===== config.mk =====
export PLATFORM = sky130hd
export DESIGN_NAME = decode_issue_stage
export DESIGN_NICKNAME = d
export VERILOG_FILES = /design/src/rtl/decode_issue_stage_pkg.sv /design/src/rtl/decode_issue_stage_reg_scoreboard.sv /design/src/rtl/decode_issue_stage.sv
export SDC_FILE = /design/constraint.sdc
export NUM_CORES = 1
export LEC_CHECK = 0
export BUFFER_PORTS_ARGS = -buffer_cell sky130_fd_sc_hd__buf_4
export CORE_ASPECT_RATIO = 1.1
export CORE_UTILIZATION = 54
export DETAILED_ROUTE_END_ITERATION = 8
export PLACE_DENSITY = 0.91
export SYNTH_ARGS = -nofsm -noshare
export SYNTH_HDL_FRONTEND = slang
export SYNTH_SLANG_ARGS = --single-unit

===== constraint.sdc =====
create_clock -name clk -period 5 [get_ports clk]
set_input_delay 0.75 -clock clk [delete_from_list [all_inputs] [get_ports clk]]
set_output_delay 0.75 -clock clk [all_outputs]
set_load 0.02 [all_outputs]

===== src/rtl/decode_issue_stage_pkg.sv =====
// Shared types for the decode/issue stage: micro-op layout, RV32 opcodes and immediate classes.
// The DEC_MEXT_EN macro (see decode_issue_stage.sv) changes decode only, not these types.
package decode_issue_stage_pkg;

  localparam int DEC_XLEN = 32;
  localparam int DEC_RW   = 5;

  localparam logic [6:0] OP_LOAD   = 7'b0000011;
  localparam logic [6:0] OP_STORE  = 7'b0100011;
  localparam logic [6:0] OP_OP     = 7'b0110011;
  localparam logic [6:0] OP_IMM    = 7'b0010011;
  localparam logic [6:0] OP_LUI    = 7'b0110111;
  localparam logic [6:0] OP_AUIPC  = 7'b0010111;
  localparam logic [6:0] OP_BRANCH = 7'b1100011;
  localparam logic [6:0] OP_JAL    = 7'b1101111;
  localparam logic [6:0] OP_JALR   = 7'b1100111;

  localparam logic [6:0] FUNC7_MULDIV = 7'b0000001;

  typedef enum logic [2:0] {
    IMM_NONE,
    IMM_I,
    IMM_S,
    IMM_B,
    IMM_U,
    IMM_J
  } imm_type_e;

  typedef struct packed {
    logic [DEC_XLEN-1:0] pc;
    logic [DEC_RW-1:0]   rd;
    logic [DEC_XLEN-1:0] rs1_data;
    logic [DEC_XLEN-1:0] rs2_data;
    logic [DEC_XLEN-1:0] imm;
    logic [2:0]          func3;
    logic [6:0]          func7;
    imm_type_e           imm_type;
    logic                is_load;
    logic                is_store;
    logic                is_branch;
    logic                is_jal;
    logic                is_jalr;
    logic                is_lui;
    logic                is_auipc;
    logic                is_alu;
    logic                we;
    logic                is_mul;
    logic                illegal;
  } dec_uop_t;

  // Sign-extended immediate for each RV32 instruction format.
  function automatic logic [31:0] imm_gen(input logic [31:0] inst, input imm_type_e t);
    case (t)
      IMM_I:   return {{20{inst[31]}}, inst[31:20]};
      IMM_S:   return {{20{inst[31]}}, inst[31:25], inst[11:7]};
      IMM_B:   return {{19{inst[31]}}, inst[31], inst[7], inst[30:25], inst[11:8], 1'b0};
      IMM_U:   return {inst[31:12], 12'b0};
      IMM_J:   return {{11{inst[31]}}, inst[31], inst[19:12], inst[20], inst[30:21], 1'b0};
      default: return 32'b0;
    endcase
  endfunction

endpackage


===== src/rtl/decode_issue_stage_reg_scoreboard.sv =====
// Per-register in-flight write counters: one allocate and two release ports per cycle.
// Releases that would take a counter below zero are dropped.
module reg_scoreboard
  import decode_issue_stage_pkg::*;
#(
  parameter int NUM_REGS = 32,
  parameter int SB_CNT_W = 2,
  localparam int RW = $clog2(NUM_REGS)
) (
  input  logic                clk,
  input  logic                rst_n,
  input  logic                alloc_valid,
  input  logic [RW-1:0]       alloc_rd,
  input  logic                release_valid,
  input  logic [RW-1:0]       release_rd,
  input  logic                release2_valid,
  input  logic [RW-1:0]       release2_rd,
  output logic [NUM_REGS-1:0] pending,
  output logic [NUM_REGS-1:0] saturated
);

  localparam int CW = SB_CNT_W + 2;
  localparam logic [SB_CNT_W-1:0] CNT_MAX = '1;

  logic [SB_CNT_W-1:0] cnt_q [NUM_REGS];
  logic [SB_CNT_W-1:0] cnt_d [NUM_REGS];
  logic [NUM_REGS-1:0] underflow;

  always_comb begin : next_cnt
    logic [CW-1:0] sum;
    logic [CW-1:0] dec;
    logic [CW-1:0] diff;
    underflow = '0;
    for (int r = 0; r < NUM_REGS; r++) begin
      sum  = CW'(cnt_q[r]) + CW'(alloc_valid && alloc_rd == RW'(r) && r != 0);
      dec  = CW'(release_valid && release_rd == RW'(r) && r != 0)
           + CW'(release2_valid && release2_rd == RW'(r) && r != 0);
      diff = '0;
      cnt_d[r] = cnt_q[r];
      if (dec > sum) begin
        underflow[r] = 1'b1;
        cnt_d[r]     = '0;
      end else begin
        diff     = sum - dec;
        cnt_d[r] = (diff > CW'(CNT_MAX)) ? CNT_MAX : diff[SB_CNT_W-1:0];
      end
      pending[r]   = (cnt_q[r] != '0);
      saturated[r] = (cnt_q[r] == CNT_MAX);
    end
  end

  always_ff @(posedge clk or negedge rst_n) begin
    if (!rst_n) begin
      for (int r = 0; r < NUM_REGS; r++) cnt_q[r] <= '0;
    end else begin
      for (int r = 0; r < NUM_REGS; r++) cnt_q[r] <= cnt_d[r];
`ifndef SYNTHESIS
      // A release with nothing pending means downstream lost track of an issued uop.
      assert (underflow == '0)
        else $error("reg_scoreboard: release of register with no pending write");
`endif
    end
  end

endmodule


===== src/rtl/decode_issue_stage.sv =====
// RV32I decode/issue stage with bypass network, pending-write scoreboard and registered uop output.
// Optional M-extension decode is enabled by defining DEC_MEXT_EN.
module decode_issue_stage
  import decode_issue_stage_pkg::*;
#(
  parameter int XLEN     = DEC_XLEN,
  parameter int NUM_REGS = 32,
  parameter int NUM_BYP  = 2,
  parameter int SB_CNT_W = 2,
  localparam int RW = $clog2(NUM_REGS)
) (
  input  logic                    clk,
  input  logic                    rst_n,
  input  logic                    flush_i,
  input  logic                    fetch_valid_i,
  output logic                    fetch_ready_o,
  input  logic [31:0]             fetch_inst_i,
  input  logic [XLEN-1:0]         fetch_pc_i,
  output logic [RW-1:0]           rf_rs1_addr_o,
  output logic [RW-1:0]           rf_rs2_addr_o,
  input  logic [XLEN-1:0]         rf_rs1_data_i,
  input  logic [XLEN-1:0]         rf_rs2_data_i,
  input  logic [NUM_BYP-1:0]      byp_valid_i,
  input  logic [NUM_BYP-1:0]      byp_ready_i,
  input  logic [NUM_BYP*RW-1:0]   byp_rd_i,
  input  logic [NUM_BYP*XLEN-1:0] byp_data_i,
  input  logic                    wb_valid_i,
  input  logic [RW-1:0]           wb_rd_i,
  output logic                    dec_valid_o,
  input  logic                    dec_ready_i,
  output dec_uop_t                dec_uop_o,
  output logic                    stall_o
);

  logic [6:0]    opcode;
  logic [RW-1:0] rd_a, rs1_a, rs2_a;
  imm_type_e     imm_type;
  logic          use_rs1, use_rs2, has_rd, we, illegal, is_mul;
  logic          is_load, is_store, is_branch, is_jal, is_jalr, is_lui, is_auipc, is_alu;

  logic [RW-1:0]   src_addr [2];
  logic [XLEN-1:0] src_rf   [2];
  logic [XLEN-1:0] src_val  [2];
  logic            src_haz  [2];

  logic [NUM_REGS-1:0] pending, saturated;
  logic                stall, load;
  logic                dec_valid_q;
  dec_uop_t            uop_q, new_uop;

  assign opcode = fetch_inst_i[6:0];
  assign rd_a   = RW'(fetch_inst_i[11:7]);
  assign rs1_a  = RW'(fetch_inst_i[19:15]);
  assign rs2_a  = RW'(fetch_inst_i[24:20]);

  always_comb begin
    imm_type  = IMM_NONE;
    use_rs1   = 1'b0;
    use_rs2   = 1'b0;
    has_rd    = 1'b0;
    illegal   = 1'b0;
    is_mul    = 1'b0;
    is_load   = 1'b0;
    is_store  = 1'b0;
    is_branch = 1'b0;
    is_jal    = 1'b0;
    is_jalr   = 1'b0;
    is_lui    = 1'b0;
    is_auipc  = 1'b0;
    is_alu    = 1'b0;
    case (opcode)
      OP_LOAD:   begin imm_type = IMM_I; use_rs1 = 1'b1; has_rd = 1'b1; is_load = 1'b1; end
      OP_STORE:  begin imm_type = IMM_S; use_rs1 = 1'b1; use_rs2 = 1'b1; is_store = 1'b1; end
      OP_OP: begin
        if (fetch_inst_i[31:25] == FUNC7_MULDIV) begin
`ifdef DEC_MEXT_EN
          use_rs1 = 1'b1;
          use_rs2 = 1'b1;
          has_rd  = 1'b1;
          is_mul  = 1'b1;
`else
          illegal = 1'b1;
`endif
        end else begin
          use_rs1 = 1'b1;
          use_rs2 = 1'b1;
          has_rd  = 1'b1;
          is_alu  = 1'b1;
        end
      end
      OP_IMM:    begin imm_type = IMM_I; use_rs1 = 1'b1; has_rd = 1'b1; is_alu = 1'b1; end
      OP_LUI:    begin imm_type = IMM_U; has_rd = 1'b1; is_lui = 1'b1; end
      OP_AUIPC:  begin imm_type = IMM_U; has_rd = 1'b1; is_auipc = 1'b1; end
      OP_BRANCH: begin imm_type = IMM_B; use_rs1 = 1'b1; use_rs2 = 1'b1; is_branch = 1'b1; end
      OP_JAL:    begin imm_type = IMM_J; has_rd = 1'b1; is_jal = 1'b1; end
      OP_JALR:   begin imm_type = IMM_I; use_rs1 = 1'b1; has_rd = 1'b1; is_jalr = 1'b1; end
      default:   illegal = 1'b1;
    endcase
    we = has_rd & (rd_a != '0);
  end

  assign src_addr[0]   = rs1_a;
  assign src_addr[1]   = rs2_a;
  assign src_rf[0]     = rf_rs1_data_i;
  assign src_rf[1]     = rf_rs2_data_i;
  assign rf_rs1_addr_o = rs1_a;
  assign rf_rs2_addr_o = rs2_a;

  // Youngest matching bypass channel owns the value; a matching but not-ready channel is a hazard
  // even if an older channel already has the data.
  always_comb begin : resolve
    logic found;
    for (int s = 0; s < 2; s++) begin
      src_val[s] = '0;
      src_haz[s] = 1'b0;
      found      = 1'b0;
      if (src_addr[s] != '0) begin
        for (int b = 0; b < NUM_BYP; b++) begin
          if (!found && byp_valid_i[b] && byp_rd_i[b*RW +: RW] == src_addr[s]) begin
            found = 1'b1;
            if (byp_ready_i[b]) src_val[s] = byp_data_i[b*XLEN +: XLEN];
            else                src_haz[s] = 1'b1;
          end
        end
        if (!found) begin
          if (pending[src_addr[s]]) src_haz[s] = 1'b1;
          else                      src_val[s] = src_rf[s];
        end
      end
    end
  end

  assign stall = fetch_valid_i & ((use_rs1 & src_haz[0]) | (use_rs2 & src_haz[1])
                                  | (we & saturated[rd_a]));
  assign fetch_ready_o = ~stall & (~dec_valid_q | dec_ready_i) & ~flush_i;
  assign load          = fetch_valid_i & fetch_ready_o;
  assign stall_o       = stall;

  always_comb begin
    new_uop           = '0;
    new_uop.pc        = fetch_pc_i;
    new_uop.rd        = rd_a;
    new_uop.rs1_data  = use_rs1 ? src_val[0] : '0;
    new_uop.rs2_data  = use_rs2 ? src_val[1] : '0;
    new_uop.imm       = imm_gen(fetch_inst_i, imm_type);
    new_uop.func3     = fetch_inst_i[14:12];
    new_uop.func7     = fetch_inst_i[31:25];
    new_uop.imm_type  = imm_type;
    new_uop.is_load   = is_load;
    new_uop.is_store  = is_store;
    new_uop.is_branch = is_branch;
    new_uop.is_jal    = is_jal;
    new_uop.is_jalr   = is_jalr;
    new_uop.is_lui    = is_lui;
    new_uop.is_auipc  = is_auipc;
    new_uop.is_alu    = is_alu;
    new_uop.we        = we;
    new_uop.is_mul    = is_mul;
    new_uop.illegal   = illegal;
  end

  always_ff @(posedge clk or negedge rst_n) begin
    if (!rst_n) begin
      dec_valid_q <= 1'b0;
      uop_q       <= '0;
    end else if (flush_i) begin
      dec_valid_q <= 1'b0;
      uop_q       <= '0;
    end else if (load) begin
      dec_valid_q <= 1'b1;
      uop_q       <= new_uop;
    end else if (dec_ready_i) begin
      dec_valid_q <= 1'b0;
    end
  end

  assign dec_valid_o = dec_valid_q;
  assign dec_uop_o   = uop_q;

  // A flushed uop that never handshook will never be retired, so its allocation is returned here.
  reg_scoreboard #(
    .NUM_REGS (NUM_REGS),
    .SB_CNT_W (SB_CNT_W)
  ) u_sb (
    .clk            (clk),
    .rst_n          (rst_n),
    .alloc_valid    (load & we),
    .alloc_rd       (rd_a),
    .release_valid  (wb_valid_i),
    .release_rd     (wb_rd_i),
    .release2_valid (flush_i & dec_valid_q & ~dec_ready_i & uop_q.we),
    .release2_rd    (RW'(uop_q.rd)),
    .pending        (pending),
    .saturated      (saturated)
  );

endmodule


; ---- Yosys cells after proc, flatten, opt, wreduce, memory -nomap -nowiden
; Cells that the tools add are included.
[word_totals]
out_inout_bits = 170
word_cells = 647
input_bits = 217
register_bits = 222
[op_classes]
n_lt_le_gt_ge = 67
n_addsub = 93
n_bitwise = 19
eq_ne = 144
mux = 127
n_reduce_logical = 145
[op_table]
columns = cell, n
row1 = two-way mux 32 bit, 15
row2 = two-way mux 157 bit, 2
row3 = "== test 5 bit, second input constant", 48
row4 = case mux 32 bit (5 select lines), 1
row5 = two-way mux 2 bit, 64
row6 = "greater-than comparator 4 x 2 -> 1 bit, second input constant", 31
row7 = greater-than comparator 4 bit, 31
row8 = subtractor 4 bit, 31
row9 = "== test 5 x 4 -> 1 bit, second input constant", 24
row10 = logical AND 1 bit, 99
row11 = adder 2 x 1 -> 3 bit, 31
row12 = nonzero test 2 bit, 34
row13 = "== test 2 bit, second input constant", 32
row14 = adder 1 x 1 -> 2 bit, 31
row15 = "== test 5 x 3 -> 1 bit, second input constant", 12
row16 = two-way mux 1 bit, 36
row17 = "== test 5 x 2 -> 1 bit, second input constant", 6
row18 = "== test 7 x 6 -> 1 bit, second input constant", 3
row19 = "== test 7 bit, second input constant", 3
row20 = == test 5 bit, 4
row21 = "less-than comparator 5 x 6 -> 1 bit, second input constant", 3
row22 = binary-select mux 1 bit (select 5 bit), 3
row23 = "== test 5 x 1 -> 1 bit, second input constant", 3
row24 = case mux 3 bit (5 select lines), 1
row25 = other kinds (20), 47

; ---- Longest topological paths before layout
; Gate-level depths: netlist of run 1.
[depth]
depth_word = 26
mapped_depth = 20
ltp_nobuf = 15

; ---- Hierarchy
; From an unflattened synthesis of run 1, not the netlist that was laid out.
[unflattened]
hier_cells = 1830
hier_area_um2 = 17215.3
[by_module_without_submodules]
columns = mod, seq_area_each_um2, instances, area_per_inst_um2, cells_per_inst
row1 = decode_issue_stage, 3928.8, 1, 9768.1, 1069
row2 = reg_scoreboard, 1551.5, 1, 7447.1, 761

; ---- Worst setup path after synthesis of run 1
; No wires, ideal clock.
[synth_path]
path_type = input-to-reg
startpoint = input port fetch_inst_i[5]
endpoint = register u_sb.cnt_q[22] in the netlist's numbering
cell_stages = 18
t_required_ns = 4.877
arrival_ns = 4.438
n_path_buf = 4
setup_ns = 0.123
setup_slack_ns = 0.439
cell_sequence = buf_2 -> or4_1 -> a31oi_2 -> a21oi_2 -> or4b_4 -> o2111a_1 -> buf_6 -> nand2_4 -> buf_6 -> buf_2 -> nor4_1 -> ha_1 -> ha_1 -> inv_1 -> fa_1 -> ha_1 -> nor2b_1 -> a21oi_1
[synth_rtl]
columns = element, line
row1 = "start, declared", decode_issue_stage.sv:17  ; input logic [31:0] fetch_inst_i,
row2 = "end, declared", decode_issue_stage_reg_scoreboard.sv:25  ; logic [SB_CNT_W-1:0] cnt_q [NUM_REGS];

==> results.py, run 1 <==
metrics = {
    "status": {
        "status": "completed",
    },
    "layout": {
        "layout-drive-gt1-share_pct": 26.2,
        "layout.nets": 2575,
        "final_cell_mix": "buf_4 (425), dfrtp_1 (219), a21oi_1 (166)",
        "stdcell_count": 2578,
        "final_common_cell": "buf_4",
        "area_delta_synth_final_pct": 24.3,
    },
    "clocking": {
        "htree_levels": 1,
        "post_cts_buffers": 0,
        "cts_root_buf": "clkbuf_16",
        "cts_tree": "done",
        "clock-sinks": 219,
        "cts_resized": 0,
        "cts_buffers": 25,
        "insertion_delay_ns": 0.56,
        "cts.path.max_buffers": 3,
        "cts_hold_buf": 0,
        "clkSlewWorstSetupHoldPaths_ns": 0.06,
    },
    "synth": {
        "netlist_instances": 1831,
        "syn_nets": 2265,
        "yosys_warnings": 0,
        "synth_edf_count": 0,
        "syn_area_per_cell_um2": 9.09,
        "synth.distinct_cells": 70,
        "synth_area_um2": 16600,
        "synth-async-reset-ratio_pct": 100,
        "synth_ff_type": "dfrtp_1",
        "ys_seq_elements": 219,
        "synth_seq_area_share_pct": 32.9,
    },
    "sta": {
        "fin_crit_sh_pct": 89.9,
        "fmax_mhz": 222,
        "tns_ns": 0,
        "setup_viol": 0,
        "finalMaxSlewViolations": 0,
        "hold_viol_final": 0,
        "setup_ws_ns": 0.505,
        "layout_min_cycle_time_ns": 4.49,
        "rsz0062_at_grt": "false",
        "worst_pin_slew_ns": 1.06,
        "skew_ns": 0.0152,
        "slew_headroom_pct": 29.0,
    },
    "power": {
        "p_int_w": 0.00382,
        "peakVddDrop_v": 0.000253,
        "power_frac_comb_pct": 27.4,
        "p_clk_share_pct": 33.1,
        "p_switching_w": 0.00203,
        "p_per_area_nw_per_um2": 283,
        "p_leak_nw": 9.75,
        "p_seq_share_pct": 39.5,
        "swShare_pct": 34.7,
    },
    "global_route": {
        "grt_max_degree": 133,
        "grt_overflow": 0,
        "grt_pass1_wl_um": 90700,
        "grt_pass1_vias": 16800,
        "antenna_found_initial": 5,
        "grt_usage_pct": 37.2,
    },
    "run": {
        "maxCapViolCount": 0,
    },
    "routing": {
        "wirelength_um": 59500,
        "ant_nets": 0,
        "firstDrtPassIters": 6,
        "wl_per_cell_um": 23.1,
        "viasPerCell": 6.46,
        "vias": 16700,
        "drc_errors": 0,
        "drtIter0Drc": 1904,
    },
    "die": {
        "dieHeight_um": 186,
        "core.rowCount": 67,
        "initial_core_util_pct": 54.7,
        "core-area_um2": 30400,
        "die-area_um2": 31500,
        "die_x_um": 169,
        "pin_count": 387,
    },
    "setup_path": {
        "reg2reg_slack_ns": 0.77,
        "reg2reg_depth": 16,
        "required_ns": 5.48,
        "timing.rr.end": "u_sb.cnt_q[37]",
        "critPathMaxFanout": 23,
        "arrival_ns": 4.97,
        "worstSetupPathType": "primary input to flop",
        "reg2reg_from": "u_sb.cnt_q[47]",
        "end_kind": "flop",
        "cp-start-kind": "primary input",
    },
    "placement": {
        "placed_cells": 2528,
        "place_congestion": 0.945,
        "dp_hpwl_um": 43100,
        "place_ws_ns": 0.0156,
        "port_buffers": 385,
    },
    "worst_hold_path": {
        "hold_path_class": "primary input to async pin",
    },
}
[logic make-up after synthesis]
logic type                 Yosys count  synth area share, %
and+or+nand+nor                    563                 16.7
AOI/OAI and AO/OA                  469                 18.2
buffers and inverters              278                 6.93
DFF                                219                 32.9
adders and majority gates          217                 19.1
muxes                               64                 5.00
xor gates and xnor gates            20                 1.05
other                                1               0.0225
[power by group through the flow]
stage / registers [W] / clock network, W / logic, W
after floorplan: 0.00230 / 0 / 0.000925
after global placement: 0.00230 / 0 / 0.00145
after detailed placement: 0.00232 / 0 / 0.00155
after CTS: 0.00229 / 0.00194 / 0.00157
after global routing: 0.00234 / 0.00203 / 0.00178
final: 0.00231 / 0.00194 / 0.00160
[how the worst max path moves through the flow]
stage                     startpoint  cells past startpoint        endpoint
floorplan            fetch_inst_i[5]                     18  u_sb.cnt_q[22]
global placement    fetch_inst_i[30]                     17  u_sb.cnt_q[20]
detailed placement  fetch_inst_i[30]                     17  u_sb.cnt_q[20]
CTS                 fetch_inst_i[31]                     17  u_sb.cnt_q[36]
global route        fetch_inst_i[31]                     17  u_sb.cnt_q[20]
finish              fetch_inst_i[31]                     17  u_sb.cnt_q[37]
[registers in the layout, indices dropped and copies added (netlist names)]
signal	flops
dec_uop_o	156
u_sb.cnt_q	62
dec_valid_o	1
[through the flow]
stage / utilization (%) / hold WS, ns / total power (W) / area (µm²)
2_1_floorplan: - / 0.454 / 0.00322 / 16600
3_3_place_gp: 65.1 / 0.503 / 0.00376 / 19800
3_5_place_dp: 65.1 / 0.508 / 0.00388 / 19800
4_1_cts: 67.9 / 0.244 / 0.00580 / 20700
5_1_grt: 67.9 / 0.244 / 0.00615 / 20700
6_report: 67.9 / 0.172 / 0.00585 / 20700
[final cells by class]
type | count | area, µm²
antenna | 5 | 12.5
clock inverter | 7 | 128
tap | 414 | 518
timing repair buffer | 429 | 3270
inverter | 132 | 497
sequential | 219 | 5480
multi-input combinational | 1334 | 10100
fill | 2217 | 9760
clock buffer | 38 | 714
[synth_stat cells, drive strengths merged, types with 4 or more instances]
library cell	instances	share of area (%)
fa	62	7.5
clkbuf	99	2.2
a2111oi	15	0.79
or3	5	0.19
xnor2	5	0.26
ha	155	12
nand4	5	0.19
a31oi	6	0.26
o21ai	100	3.0
inv	132	3.0
nand2	165	3.8
a221oi	4	0.21
a32oi	65	3.5
mux2	55	3.9
nand4b	4	0.21
o211ai	45	2.0
nor2b	76	2.9
mux4	8	1.1
nor2	112	2.5
a21oi	167	5.0
nand3	66	2.0
or2	6	0.23
dfrtp	219	33
a22oi	10	0.45
xor2	15	0.79
buf	47	1.7
o31ai	5	0.23
nor4	36	1.4
nor3b	20	0.90
nand2b	16	0.60
o21a	16	0.72
nor3	36	1.1
a31o	15	0.79
[layer usage]
layer  share of wire [%]  vias to the layer above  track usage [%]
met2                  46                     1197             60.0
met4                 8.0                        0             27.5
li1                    -                     7148                -
met1                  34                     7957             41.6
met5                   0                        -                0
met3                  12                      352             11.7
[worst max-delay path, cell delays in order]
cell	delay (ns)
buf_4	0.14
or4b_1	0.52
nor4_2	0.34
o41ai_2	0.20
o22a_1	0.33
a2bb2oi_2	0.28
o2111a_2	0.28
nand2_4	0.08
buf_12	0.18
nor4_1	0.34
ha_1	0.31
ha_1	0.15
inv_1	0.06
fa_1	0.43
ha_1	0.30
o21a_1	0.12
a21oi_1	0.14
Note: power is estimated with default switching activity, not from simulation.
==> run 2, diff against run 1 <==
--- a/config.mk
+++ b/config.mk
@@ -6,7 +6,7 @@
 export NUM_CORES = 1
 export LEC_CHECK = 0
 export BUFFER_PORTS_ARGS = -buffer_cell sky130_fd_sc_hd__buf_4
-export CORE_ASPECT_RATIO = 1.1
+export CORE_ASPECT_RATIO = 1.25
 export CORE_UTILIZATION = 54
 export DETAILED_ROUTE_END_ITERATION = 8
 export PLACE_DENSITY = 0.91
==> run 2 against run 1 <==
  * Combinational power is essentially flat
  * First-iteration DRC count grew 23%
  * Sequential power is essentially flat
  * Design area shrank 0.28%
  * Count of clock-buffer cells in the layout shrank 9
  * Critical endpoint is now u_sb.cnt_q[12]
==> results.py, run 2 (synthesis results as in run 1) <==
metrics = {
    "sta": {
        "fin_crit_sh_pct": 90.5,
        "setup_viol": 0,
        "rsz0062_at_grt": "false",
        "hold_viol_final": 0,
        "hold_ws_ns": 0.223,
        "fmax_mhz": 221,
        "layout_min_cycle_time_ns": 4.53,
        "setup_ws_ns": 0.473,
        "skew_ns": 0.0217,
        "finalMaxSlewViolations": 0,
        "worst_pin_slew_ns": 1.10,
        "slew_headroom_pct": 26.4,
    },
    "die": {
        "initial_core_util_pct": 55.1,
        "core.rowCount": 71,
        "pin_count": 387,
        "die_x_um": 159,
        "core-area_um2": 30200,
        "die-area_um2": 31500,
        "dieHeight_um": 198,
    },
    "setup_path": {
        "cp-start-kind": "primary input",
        "cp_slowest_stage_delay_ns": 0.54,
        "reg2reg_slack_ns": 0.67,
        "required_ns": 5.47,
        "path_common_cell": "ha_1",
        "timing.rr.end": "u_sb.cnt_q[12]",
        "cp_num_buf_inv": 3,
        "reg2reg_depth": 16,
        "reg2reg_from": "u_sb.cnt_q[21]",
        "end_kind": "flop",
        "critPathSlowestCell": "or4b_1",
        "critPathMaxFanout": 12,
        "crit_chain": "buf_4 > or4b_1 > nor4_2 > o41ai_2 > o22a_1 > a2bb2oi_2 > o2111a_2 > nand2_4 > buf_12 > nor4_1 > ha_1 > ha_1 > inv_1 > fa_1 > ha_1 > o21a_1 > a21oi_1",
        "arrival_ns": 5.00,
        "cpLargestDelayFamily": "simple AND/OR/NAND/NOR gates",
        "worstSetupPathType": "primary input to flop",
    },
    "global_route": {
        "grt_usage_pct": 37.8,
        "grt_pass1_vias": 17000,
        "grt_pass1_wl_um": 92800,
        "antenna_found_initial": 5,
        "grt_overflow": 0,
        "grt_max_degree": 109,
    },
    "clocking": {
        "htree_levels": 1,
        "cts_resized": 0,
        "cts_buffers": 24,
        "cts_tree": "done",
        "clkSlewWorstSetupHoldPaths_ns": 0.06,
        "cts_root_buf": "clkbuf_16",
        "cts.path.max_buffers": 3,
        "insertion_delay_ns": 0.56,
        "post_cts_buffers": 0,
        "clock-sinks": 219,
        "cts_hold_buf": 0,
    },
    "layout": {
        "area_delta_synth_final_pct": 23.9,
        "layout.nets": 2574,
        "n_fill_cell": 2203,
        "multiInputGateArea_um2": 10100,
        "final_common_cell": "buf_4",
        "layout-drive-gt1-share_pct": 26.4,
        "stdcell_count": 2562,
        "regArea_um2": 5480,
        "largest_reg_flops": 156,
        "final_cell_mix": "buf_4 (426), dfrtp_1 (219), a21oi_1 (166)",
    },
    "power": {
        "peakVddDrop_v": 0.000286,
        "p_leak_nw": 9.74,
        "p_per_area_nw_per_um2": 282,
    },
    "routing": {
        "drc_errors": 0,
        "viasPerCell": 6.55,
        "wl_per_cell_um": 23.8,
        "drtIter0Drc": 2347,
        "firstDrtPassIters": 7,
        "wirelength_um": 61000,
        "ant_nets": 0,
        "vias": 16800,
    },
    "status": {
        "status": "completed",
    },
    "run": {
        "maxCapViolCount": 0,
    },
    "placement": {
        "dp_hpwl_um": 44900,
        "port_buffers": 385,
        "place_ws_ns": -0.0484,
        "placed_cells": 2515,
        "place_congestion": 1.03,
    },
    "worst_hold_path": {
        "hold_path_class": "primary input to async pin",
    },
}
run 2: worst register-to-register path, delay by kind of cell (launching register included):
family,cells,cell delay [ns]
muxes,1,0.60
adders and majority gates,4,1.16
and+or+nand+nor,4,0.92
buffers and inverters,2,0.21
DFF,1,0.42
AOI/OAI and AO/OA,5,0.96
run 2: where the power goes:
part           switching [W]  total, W  internal, W
Clock               0.000791   0.00187      0.00108
Sequential          0.000298   0.00231      0.00201
Combinational       0.000961   0.00163     0.000674
Total                0.00205   0.00582      0.00377
run 2: routing by layer:
metal / track usage (%) / vias up / wire, µm
li1: - / 7131 / -
met1: 43.0 / 7992 / 20600
met2: 61.6 / 1285 / 28600
met3: 10.0 / 382 / 6840
met4: 27.6 / 2 / 4910
met5: 0 / - / 13
run 2: stage by stage:
stage / setup TNS, ns / power (W) / instance area, µm² / util, %
after floorplan: 0 / 0.00322 / 16600 / -
after global placement: 0 / 0.00375 / 19800 / 65.5
after detailed placement: -0.104 / 0.00390 / 19800 / 65.5
after CTS: 0 / 0.00577 / 20600 / 68.2
after global routing: 0 / 0.00607 / 20600 / 68.3
final: 0 / 0.00582 / 20600 / 68.3
run 2: how the worst max path moves through the flow:
| stage | start | cells after the start | slack [ns] | to |
|---|---|---|---|---|
| after floorplan | fetch_inst_i[5] | 18 | 0.44 | u_sb.cnt_q[22] |
| after global placement | fetch_inst_i[30] | 17 | 0.16 | u_sb.cnt_q[21] |
| after detailed placement | fetch_inst_i[30] | 17 | -0.05 | u_sb.cnt_q[21] |
| after CTS | fetch_inst_i[30] | 17 | 0.46 | u_sb.cnt_q[13] |
| after global routing | fetch_inst_i[30] | 17 | 0.20 | u_sb.cnt_q[12] |
| final | fetch_inst_i[30] | 17 | 0.47 | u_sb.cnt_q[12] |
run 2: layout make-up:
| class | instances | share of cell area [%] |
|---|---|---|
| antenna | 5 | 0.0607 |
| tap | 401 | 2.43 |
| sequential | 219 | 26.6 |
| clock inverter | 13 | 0.795 |
| multi-input combinational | 1334 | 48.8 |
| clock buffer | 29 | 3.15 |
| inverter | 132 | 2.41 |
| timing repair buffer | 429 | 15.8 |
==> run 3, diff against run 2 <==
==> constraint.sdc (replaced) <==
create_clock -name clk -period 4.7 [get_ports clk]
set_input_delay 0.705 -clock clk [delete_from_list [all_inputs] [get_ports clk]]
set_output_delay 0.705 -clock clk [all_outputs]
set_load 0.02 [all_outputs]
==> run 3 against run 2 <==
  * Sequential power up 6%
  * Sequential cell count unchanged
  * Clock skew up 0.00066 ns
  * Count of clock-buffer cells in the layout up 5
  * Combinational power up 5%
  * Setup slack worse by 0.069 ns
  * Worst hold slack better by 0.037 ns
  * Total power up 5.6%
  * Non-clock buffer count up 4
  * Cell count up 0.20%
  * Largest cell class unchanged
  * Via count down 0.61%
==> results.py, run 3 (synthesis results as in run 1) <==
metrics = {
    "worst_hold_path": {
        "hold_path_class": "primary input to async pin",
    },
    "power": {
        "p_seq_share_pct": 40.1,
        "power_frac_comb_pct": 27.8,
        "peakVddDrop_v": 0.000334,
        "p_switching_w": 0.00217,
        "p_int_w": 0.00397,
        "swShare_pct": 35.3,
        "p_per_area_nw_per_um2": 297,
        "p_clk_share_pct": 32.1,
        "p_leak_nw": 9.76,
        "p_total_w": 0.00614,
    },
    "sta": {
        "fin_crit_sh_pct": 91.4,
        "finalMaxSlewViolations": 0,
        "skew_ns": 0.0223,
        "worst_pin_slew_ns": 1.11,
        "rsz0062_at_grt": "false",
        "layout_min_cycle_time_ns": 4.30,
        "tns_ns": 0,
        "hold_ws_ns": 0.260,
        "fmax_mhz": 233,
        "setup_viol": 0,
        "hold_viol_final": 0,
        "slew_headroom_pct": 26.1,
    },
    "clocking": {
        "htree_levels": 1,
        "cts_tree": "done",
        "cts_resized": 0,
        "insertion_delay_ns": 0.54,
        "cts_buffers": 24,
        "cts.path.max_buffers": 3,
        "cts_hold_buf": 0,
        "clock-sinks": 219,
        "clkSlewWorstSetupHoldPaths_ns": 0.07,
        "post_cts_buffers": 0,
        "cts_root_buf": "clkbuf_16",
    },
    "global_route": {
        "grt_pass1_vias": 16700,
        "antenna_found_initial": 4,
        "grt_pass1_wl_um": 92900,
        "grt_max_degree": 122,
        "grt_usage_pct": 37.6,
        "grt_overflow": 0,
    },
    "routing": {
        "drtIter0Drc": 1984,
        "viasPerCell": 6.50,
        "ant_nets": 0,
        "wirelength_um": 60500,
        "vias": 16700,
        "drc_errors": 0,
        "wl_per_cell_um": 23.6,
        "firstDrtPassIters": 7,
    },
    "setup_path": {
        "critPathSlowestCell": "or4b_1",
        "required_ns": 5.11,
        "cp-start-kind": "primary input",
        "worstSetupPathType": "primary input to flop",
        "arrival_ns": 4.70,
        "cp_num_buf_inv": 4,
        "crit_chain": "buf_4 > or4b_1 > nor4_2 > o41ai_2 > o22a_1 > buf_4 > a32oi_4 > nand2_4 > buf_12 > nor4_1 > ha_1 > ha_1 > inv_1 > fa_1 > ha_1 > nor2b_1 > a21oi_1",
        "cp_slowest_stage_delay_ns": 0.53,
        "end_kind": "flop",
        "path_common_cell": "ha_1",
        "cpLargestDelayFamily": "simple AND/OR/NAND/NOR gates",
        "critPathMaxFanout": 21,
    },
    "die": {
        "die-area_um2": 31500,
        "dieHeight_um": 198,
        "pin_count": 387,
        "core-area_um2": 30200,
        "die_x_um": 159,
        "core.rowCount": 71,
        "initial_core_util_pct": 55.1,
    },
    "layout": {
        "largest_reg_flops": 156,
        "finish.instance_area_um2": 20600,
        "area_delta_synth_final_pct": 24.1,
        "layout.nets": 2578,
        "stdcell_count": 2567,
        "layout-drive-gt1-share_pct": 26.6,
        "final_cell_mix": "buf_4 (430), dfrtp_1 (219), a21oi_1 (166)",
        "final_common_cell": "buf_4",
    },
    "placement": {
        "placed_cells": 2519,
        "dpl_cell_area_um2": 19800,
        "port_buffers": 385,
        "dp_hpwl_um": 44800,
        "place_congestion": 1.01,
    },
    "status": {
        "status": "completed",
    },
    "run": {
        "maxCapViolCount": 0,
    },
}
run 3: final cells by class:
class / instances / area (µm²)
Antenna cell: 4 / 10.0
Clock buffer: 34 / 718
Clock inverter: 10 / 98.8
Fill cell: 2282 / 9560
Inverter: 132 / 497
Multi-Input combinational cell: 1334 / 10100
Sequential cell: 219 / 5480
Tap cell: 401 / 502
Timing Repair Buffer: 433 / 3280
run 3: per-stage QoR:
| step | setup slack (ns) | util [%] |
|---|---|---|
| floorplan | 0.184 | - |
| global placement | 0.0454 | 65.6 |
| detailed placement | -0.0909 | 65.6 |
| CTS | 0.478 | 68.3 |
| global route | 0.201 | 68.4 |
| finish | 0.404 | 68.4 |
run 3: path summary, 6_finish.rpt:
kind / startpoint / end / slack [ns] / cells after the start
max reg2reg: u_sb.cnt_q[33] / u_sb.cnt_q[26] / 0.53 / 16
min in group clk: fetch_pc_i[4] / dec_uop_o[129] / 0.38 / 3
max: fetch_inst_i[30] / u_sb.cnt_q[26] / 0.40 / 17
max in group asynchronous: rst_n / dec_uop_o[110] / 3.30 / 2
min reg2reg: dec_uop_o[116] / dec_uop_o[116] / 0.52 / 1
min: rst_n / dec_uop_o[153] / 0.26 / 1
run 3: power groups by stage:
stage          clock network, W  registers (W)  logic [W]
6_report                0.00197        0.00246    0.00171
4_1_cts                 0.00197        0.00245    0.00168
2_1_floorplan                 0        0.00244   0.000984
3_5_place_dp                  0        0.00248    0.00166
3_3_place_gp                  0        0.00246    0.00156
5_1_grt                 0.00204        0.00249    0.00189
run 3: metal layers:
layer,vias up,routed length [µm],GRT usage [%]
li1,7149,-,-
met4,2,4240,24.6
met2,1241,28600,61.6
met5,-,13,0
met1,8011,21000,44.4
met3,287,6610,8.99
